File: config.mk
export PLATFORM = sky130hd
export DESIGN_NAME = number_rom_arbiter
export DESIGN_NICKNAME = d
export VERILOG_FILES = /design/src/rtl/snake_pkg.sv /design/src/rtl/number_rom_tag_pipe.sv /design/src/rtl/number_rom_arbiter.sv
export SDC_FILE = /design/constraint.sdc
export NUM_CORES = 1
export LEC_CHECK = 0
export CAP_MARGIN = 15
export CORE_MARGIN = 2
export CORE_UTILIZATION = 35
export CTS_CLUSTER_DIAMETER = 80
export DETAILED_ROUTE_END_ITERATION = 10
export PLACE_DENSITY = 0.85
export SLEW_MARGIN = 0
export SYNTH_ARGS = -nofsm -noshare
export SYNTH_HDL_FRONTEND = slang
export SYNTH_SLANG_ARGS = --single-unit
export TNS_END_PERCENT = 30
File: constraint.sdc
create_clock -name clock_25 -period 1.55 [get_ports clock_25]
set_input_delay 0.155 -clock clock_25 [delete_from_list [all_inputs] [get_ports clock_25]]
set_output_delay 0.155 -clock clock_25 [all_outputs]
set_load 0.05 [all_outputs]
File: src/rtl/snake_pkg.sv
// Shared definitions for the numbers glyph ROM sharing logic.
package snake_pkg;

    // Identifies which controller issued a ROM lookup
    typedef enum logic {
        REQ_SCORE = 1'b0,
        REQ_TIME  = 1'b1
    } req_owner_e;

    localparam int NUM_ROM_LATENCY = 1;
    localparam int DIGIT_W         = 4;
    localparam int NUM_ADDR_W      = 8;

endpackage

File: src/rtl/number_rom_tag_pipe.sv
// Shift register carrying {valid, owner} alongside each ROM lookup so the
// returned pixel can be routed to whoever asked for it.
module number_rom_tag_pipe
    import snake_pkg::*;
#(
    parameter int DEPTH = 2
) (
    input  logic       clock_25,
    input  logic       reset,
    input  logic       flush,
    input  logic       in_valid,
    input  req_owner_e in_owner,
    output logic       out_valid,
    output req_owner_e out_owner
);

    logic [DEPTH-1:0] valid_q;
    req_owner_e       owner_q [DEPTH];

    // Shift tags one stage per cycle; a flush drops every lookup still in flight
    always_ff @(posedge clock_25 or negedge reset) begin
        if (!reset) begin
            valid_q <= '0;
            for (int i = 0; i < DEPTH; i++) begin
                owner_q[i] <= REQ_SCORE;
            end
        end else begin
            for (int i = DEPTH - 1; i > 0; i--) begin
                valid_q[i] <= valid_q[i-1] && !flush;
                owner_q[i] <= owner_q[i-1];
            end
            valid_q[0] <= in_valid && !flush;
            owner_q[0] <= in_owner;
        end
    end

    assign out_valid = valid_q[DEPTH-1];
    assign out_owner = owner_q[DEPTH-1];

endmodule

File: src/rtl/number_rom_arbiter.sv
// Round-robin arbiter that time-shares the numbers glyph ROM between the
// score and time controllers, and routes each returned pixel to its owner.
module number_rom_arbiter #(
    parameter int ROM_LATENCY = snake_pkg::NUM_ROM_LATENCY,
    parameter int DIGIT_W     = snake_pkg::DIGIT_W,
    parameter int ADDR_W      = snake_pkg::NUM_ADDR_W
) (
    input  logic               clock_25,
    input  logic               reset,
    input  logic               sync_reset,
    input  logic               score_req,
    input  logic [DIGIT_W-1:0] score_digit,
    input  logic [ADDR_W-1:0]  score_addr,
    output logic               score_gnt,
    input  logic               time_req,
    input  logic [DIGIT_W-1:0] time_digit,
    input  logic [ADDR_W-1:0]  time_addr,
    output logic               time_gnt,
    output logic [DIGIT_W-1:0] selected_number,
    output logic [ADDR_W-1:0]  number_count,
    input  logic               number_pixel,
    output logic               score_pixel,
    output logic               score_pixel_valid,
    output logic               time_pixel,
    output logic               time_pixel_valid
);

    import snake_pkg::*;

    req_owner_e priority_ptr;
    req_owner_e grant_owner;
    logic       grant_any;
    logic       tag_valid;
    req_owner_e tag_owner;

    // Grant one requester per cycle; on contention the pointer side wins
    always_comb begin
        score_gnt = 1'b0;
        time_gnt  = 1'b0;
        if (reset && !sync_reset) begin
            if (score_req && time_req) begin
                score_gnt = (priority_ptr == REQ_SCORE);
                time_gnt  = (priority_ptr == REQ_TIME);
            end else begin
                score_gnt = score_req;
                time_gnt  = time_req;
            end
        end
    end

    assign grant_any   = score_gnt | time_gnt;
    assign grant_owner = time_gnt ? REQ_TIME : REQ_SCORE;

    // Register the granted lookup onto the ROM bus and hand priority to the loser
    always_ff @(posedge clock_25 or negedge reset) begin
        if (!reset) begin
            priority_ptr    <= REQ_SCORE;
            selected_number <= '0;
            number_count    <= '0;
        end else if (sync_reset) begin
            priority_ptr    <= REQ_SCORE;
            selected_number <= '0;
            number_count    <= '0;
        end else begin
            if (grant_any) begin
                priority_ptr <= (grant_owner == REQ_SCORE) ? REQ_TIME : REQ_SCORE;
            end
            if (score_gnt) begin
                selected_number <= score_digit;
                number_count    <= score_addr;
            end else if (time_gnt) begin
                selected_number <= time_digit;
                number_count    <= time_addr;
            end else begin
                selected_number <= '0;
                number_count    <= '0;
            end
        end
    end

    number_rom_tag_pipe #(
        .DEPTH (ROM_LATENCY + 1)
    ) u_tag_pipe (
        .clock_25  (clock_25),
        .reset     (reset),
        .flush     (sync_reset),
        .in_valid  (grant_any),
        .in_owner  (grant_owner),
        .out_valid (tag_valid),
        .out_owner (tag_owner)
    );

    // Capture returning ROM data into the owner's pixel register with a one-cycle strobe
    always_ff @(posedge clock_25 or negedge reset) begin
        if (!reset) begin
            score_pixel       <= 1'b0;
            score_pixel_valid <= 1'b0;
            time_pixel        <= 1'b0;
            time_pixel_valid  <= 1'b0;
        end else begin
            score_pixel_valid <= 1'b0;
            time_pixel_valid  <= 1'b0;
            if (tag_valid && !sync_reset) begin
                if (tag_owner == REQ_SCORE) begin
                    score_pixel       <= number_pixel;
                    score_pixel_valid <= 1'b1;
                end else begin
                    time_pixel        <= number_pixel;
                    time_pixel_valid  <= 1'b1;
                end
            end
        end
    end

endmodule

==> impl_metrics.ini <==
[outcome]
status = complete, no violations

[sta]
setup_viol_count_final = 0
fmax_ghz = 0.682
fin_crit_ns = 1.47
slew-limit-headroom_pct = 79.2
fin_setup_tns_ns = 0
fin_crit_sh_pct = 94.6
rsz0062_at_grt = false
hold_viol = 0
drv_slew = 0
skew_ns = 0.00349
worst_slew_pin_slew_ns = 0.311

[power]
irDropWorstVdd_uv = 484
pwr-share-clk_pct = 21.6
p_int_mw = 0.815
p_switching_mw = 0.299
leakagePower_nw = 0.643
p_sw_share_pct = 26.8
pwr_density_cell_nw_per_um2 = 840
power.share.combinational_pct = 25.6
pwr-share-seq_pct = 52.8

[route]
wire_per_inst_um = 12.6
routed_wl_um = 1670
firstDrtPassIters = 3
antenna_left = 0
vias = 600
drtIter0Drc = 1
via_per_inst = 4.55
drc = 0

[clock_tree]
clk_latency_ns = 0.29
cts_tree = done
cts_hold_buf = 0
clkTransAtPathRegs_ns = 0.10
clk_root_buffer_cell = clkbuf_4
cts_sinks = 21
tritoncts.num_buffers = 3
cts.htree.levels = 1
clk_path_buf_depth = 2

[finish]
post_route_cells_drive_above_1_share_pct = 43.8
syn_to_final_growth_pct = 73.1
n_antenna_cell = 0
fill_cells = 161
nets = 136
stdcell_count = 132

[setup_path]
critPathMaxFanout = 15
r2r-end = number_count[0]
end_kind = primary output
r2r_slack_ns = 0.35
crit_buf_inv = 2
r2r_start = priority_ptr
cp.required_ns = 1.39
crit_path_end = time_gnt
critPathMaxStageDelay_ns = 0.41
startpoint = priority_ptr
crit_arrival_ns = 1.31
worst_path_max_delay_cell = dfrtp_1
path_class = reg -> out
r2r_cells = 4
path_common_cell = buf_12
worst-path-stages = 4
cp_top_family = flip-flops
critPathLaunchType = register
path_cells = nor2b_1 -> nor3_2 -> buf_12 -> buf_12

[logic_synthesis]
yosysTopAreaCellShare_pct = 68.5
async_flop_share_pct = 100
postSynthCellCount = 49
yosysTopAreaCell = dfrtp_1
synth_edf_count = 0
ys_warn_count = 0
ys_top_cells_by_count = dfrtp_1 (21), a22o_2 (12), nand2_1 (3)
synth.distinct_cells = 13
synth_seq_area_share_pct = 68.5
ys_top_cells_by_area = dfrtp_1 (69%), a22o_2 (16%), mux2_2 (2.9%), a211oi_2 (1.6%), nor2b_1 (1.6%)
synth.avg_cell_area_sq_um = 15.7
ys_ff_latch = 21
syn-num-nets = 79
yosysMostFrequentCell = dfrtp_1
netlist_area_sq_um = 767
ys_dominant_reg_cell = dfrtp_1

[global_route]
grt_pass1_wl_um = 2550
track_usage_pct = 13.6
antenna_found_initial = 0
grt_overflow = 0
grt_max_degree = 18
grt_pass1_vias = 601

[die]
fp.dieArea_sq_um = 2580
io_pins = 48
rows = 16
start_util_pct = 37.9
die_h_um = 50.8
die_x_um = 50.8
coreArea_sq_um = 2020

[flow_run]
cap_violations = 0

[worst_hold_path]
hold_path_class = in -> async

[placement]
place_inst = 126
portBuffers = 47
gp_congestion = 0.569
dp.final_hpwl_um = 1300
state kept, by name, indices dropped and copies added (netlist names):
name                  flops
priority_ptr              1
u_tag_pipe.out_owner      1
score_pixel               1
time_pixel_valid          1
u_tag_pipe.owner_q        1
score_pixel_valid         1
selected_number           4
time_pixel                1
u_tag_pipe.valid_q        2
number_count              8
worst min-delay path by stage:
| stage | slack (ns) | endpoint | start |
|---|---|---|---|
| after floorplan | -0.14 | number_count[0] | reset |
| after global placement | 0.33 | u_tag_pipe.out_owner | u_tag_pipe.owner_q[1] |
| after detailed placement | 0.34 | u_tag_pipe.out_owner | u_tag_pipe.owner_q[1] |
| after CTS | 0.20 | score_pixel | reset |
| after global routing | 0.20 | score_pixel | reset |
| final | 0.21 | score_pixel | reset |
cell usage in the layout (no fill, tap or decap):
master,n
clkdlybuf4s50_1,29
buf_12,3
nand2_1,3
buf_4,21
nor3b_1,1
a22o_2,12
clkbuf_4,3
clkbuf_1,1
or2_2,2
nor2b_1,2
mux2_2,2
a211oi_2,1
a21oi_1,1
and3b_1,1
nor3_2,1
dfrtp_1,21
buf_6,1
per-stage QoR:
stage / hold slack, ns / cell area (sq um) / util [%] / setup slack (ns) / power, mW
final: 0.208 / 1330 / 65.7 / 0.0836 / 1.11
after global routing: 0.204 / 1330 / 65.7 / 0.00967 / 1.17
after CTS: 0.202 / 1310 / 64.7 / 0.0123 / 1.13
after detailed placement: 0.336 / 1280 / 63.4 / 0.0130 / 0.884
after global placement: 0.332 / 1280 / 63.4 / 0.0391 / 0.878
after floorplan: -0.141 / 767 / - / 0.368 / 0.732
per-layer routing:
layer	wire length, um	vias to the layer above	part of all wire [%]	track usage [%]
met4	30	0	1.8	6.76
met5	0	-	0	0
met2	860	35	52	26.3
met3	147	4	8.8	4.09
met1	626	269	38	12.8
li1	-	292	-	-
power by group through the flow:
stage | Clock (mW) | Sequential [mW] | Combinational [mW]
floorplan | 0 | 0.683 | 0.0494
global placement | 0 | 0.598 | 0.280
detailed placement | 0 | 0.600 | 0.284
CTS | 0.254 | 0.589 | 0.285
global route | 0.282 | 0.591 | 0.300
finish | 0.240 | 0.589 | 0.286
cells by family (layout without fill, tap and decap cells):
family          after synthesis  after routing  share of synthesized area, %
flops                        21             21                          68.5
compound gates               14             14                          17.9
simple gates                 10             10                          8.16
mux                           2              2                          2.94
buf+inv                       2             58                          2.45
timing repair:
action	in CTS	in global routing
gates resized for setup	0	1
endpoints found under the setup margin	0	1
setup buffers	0	2
final cells by class:
| cell class | instances | area, sq um | share of cell area, % |
|---|---|---|---|
| Sequential cell | 21 | 526 | 39.6 |
| Timing Repair Buffer | 54 | 519 | 39.1 |
| Multi-Input combinational cell | 26 | 223 | 16.8 |
| Tap cell | 27 | 33.8 | 2.54 |
| Clock buffer | 4 | 26.3 | 1.98 |
(Power assumes the default switching activity.)
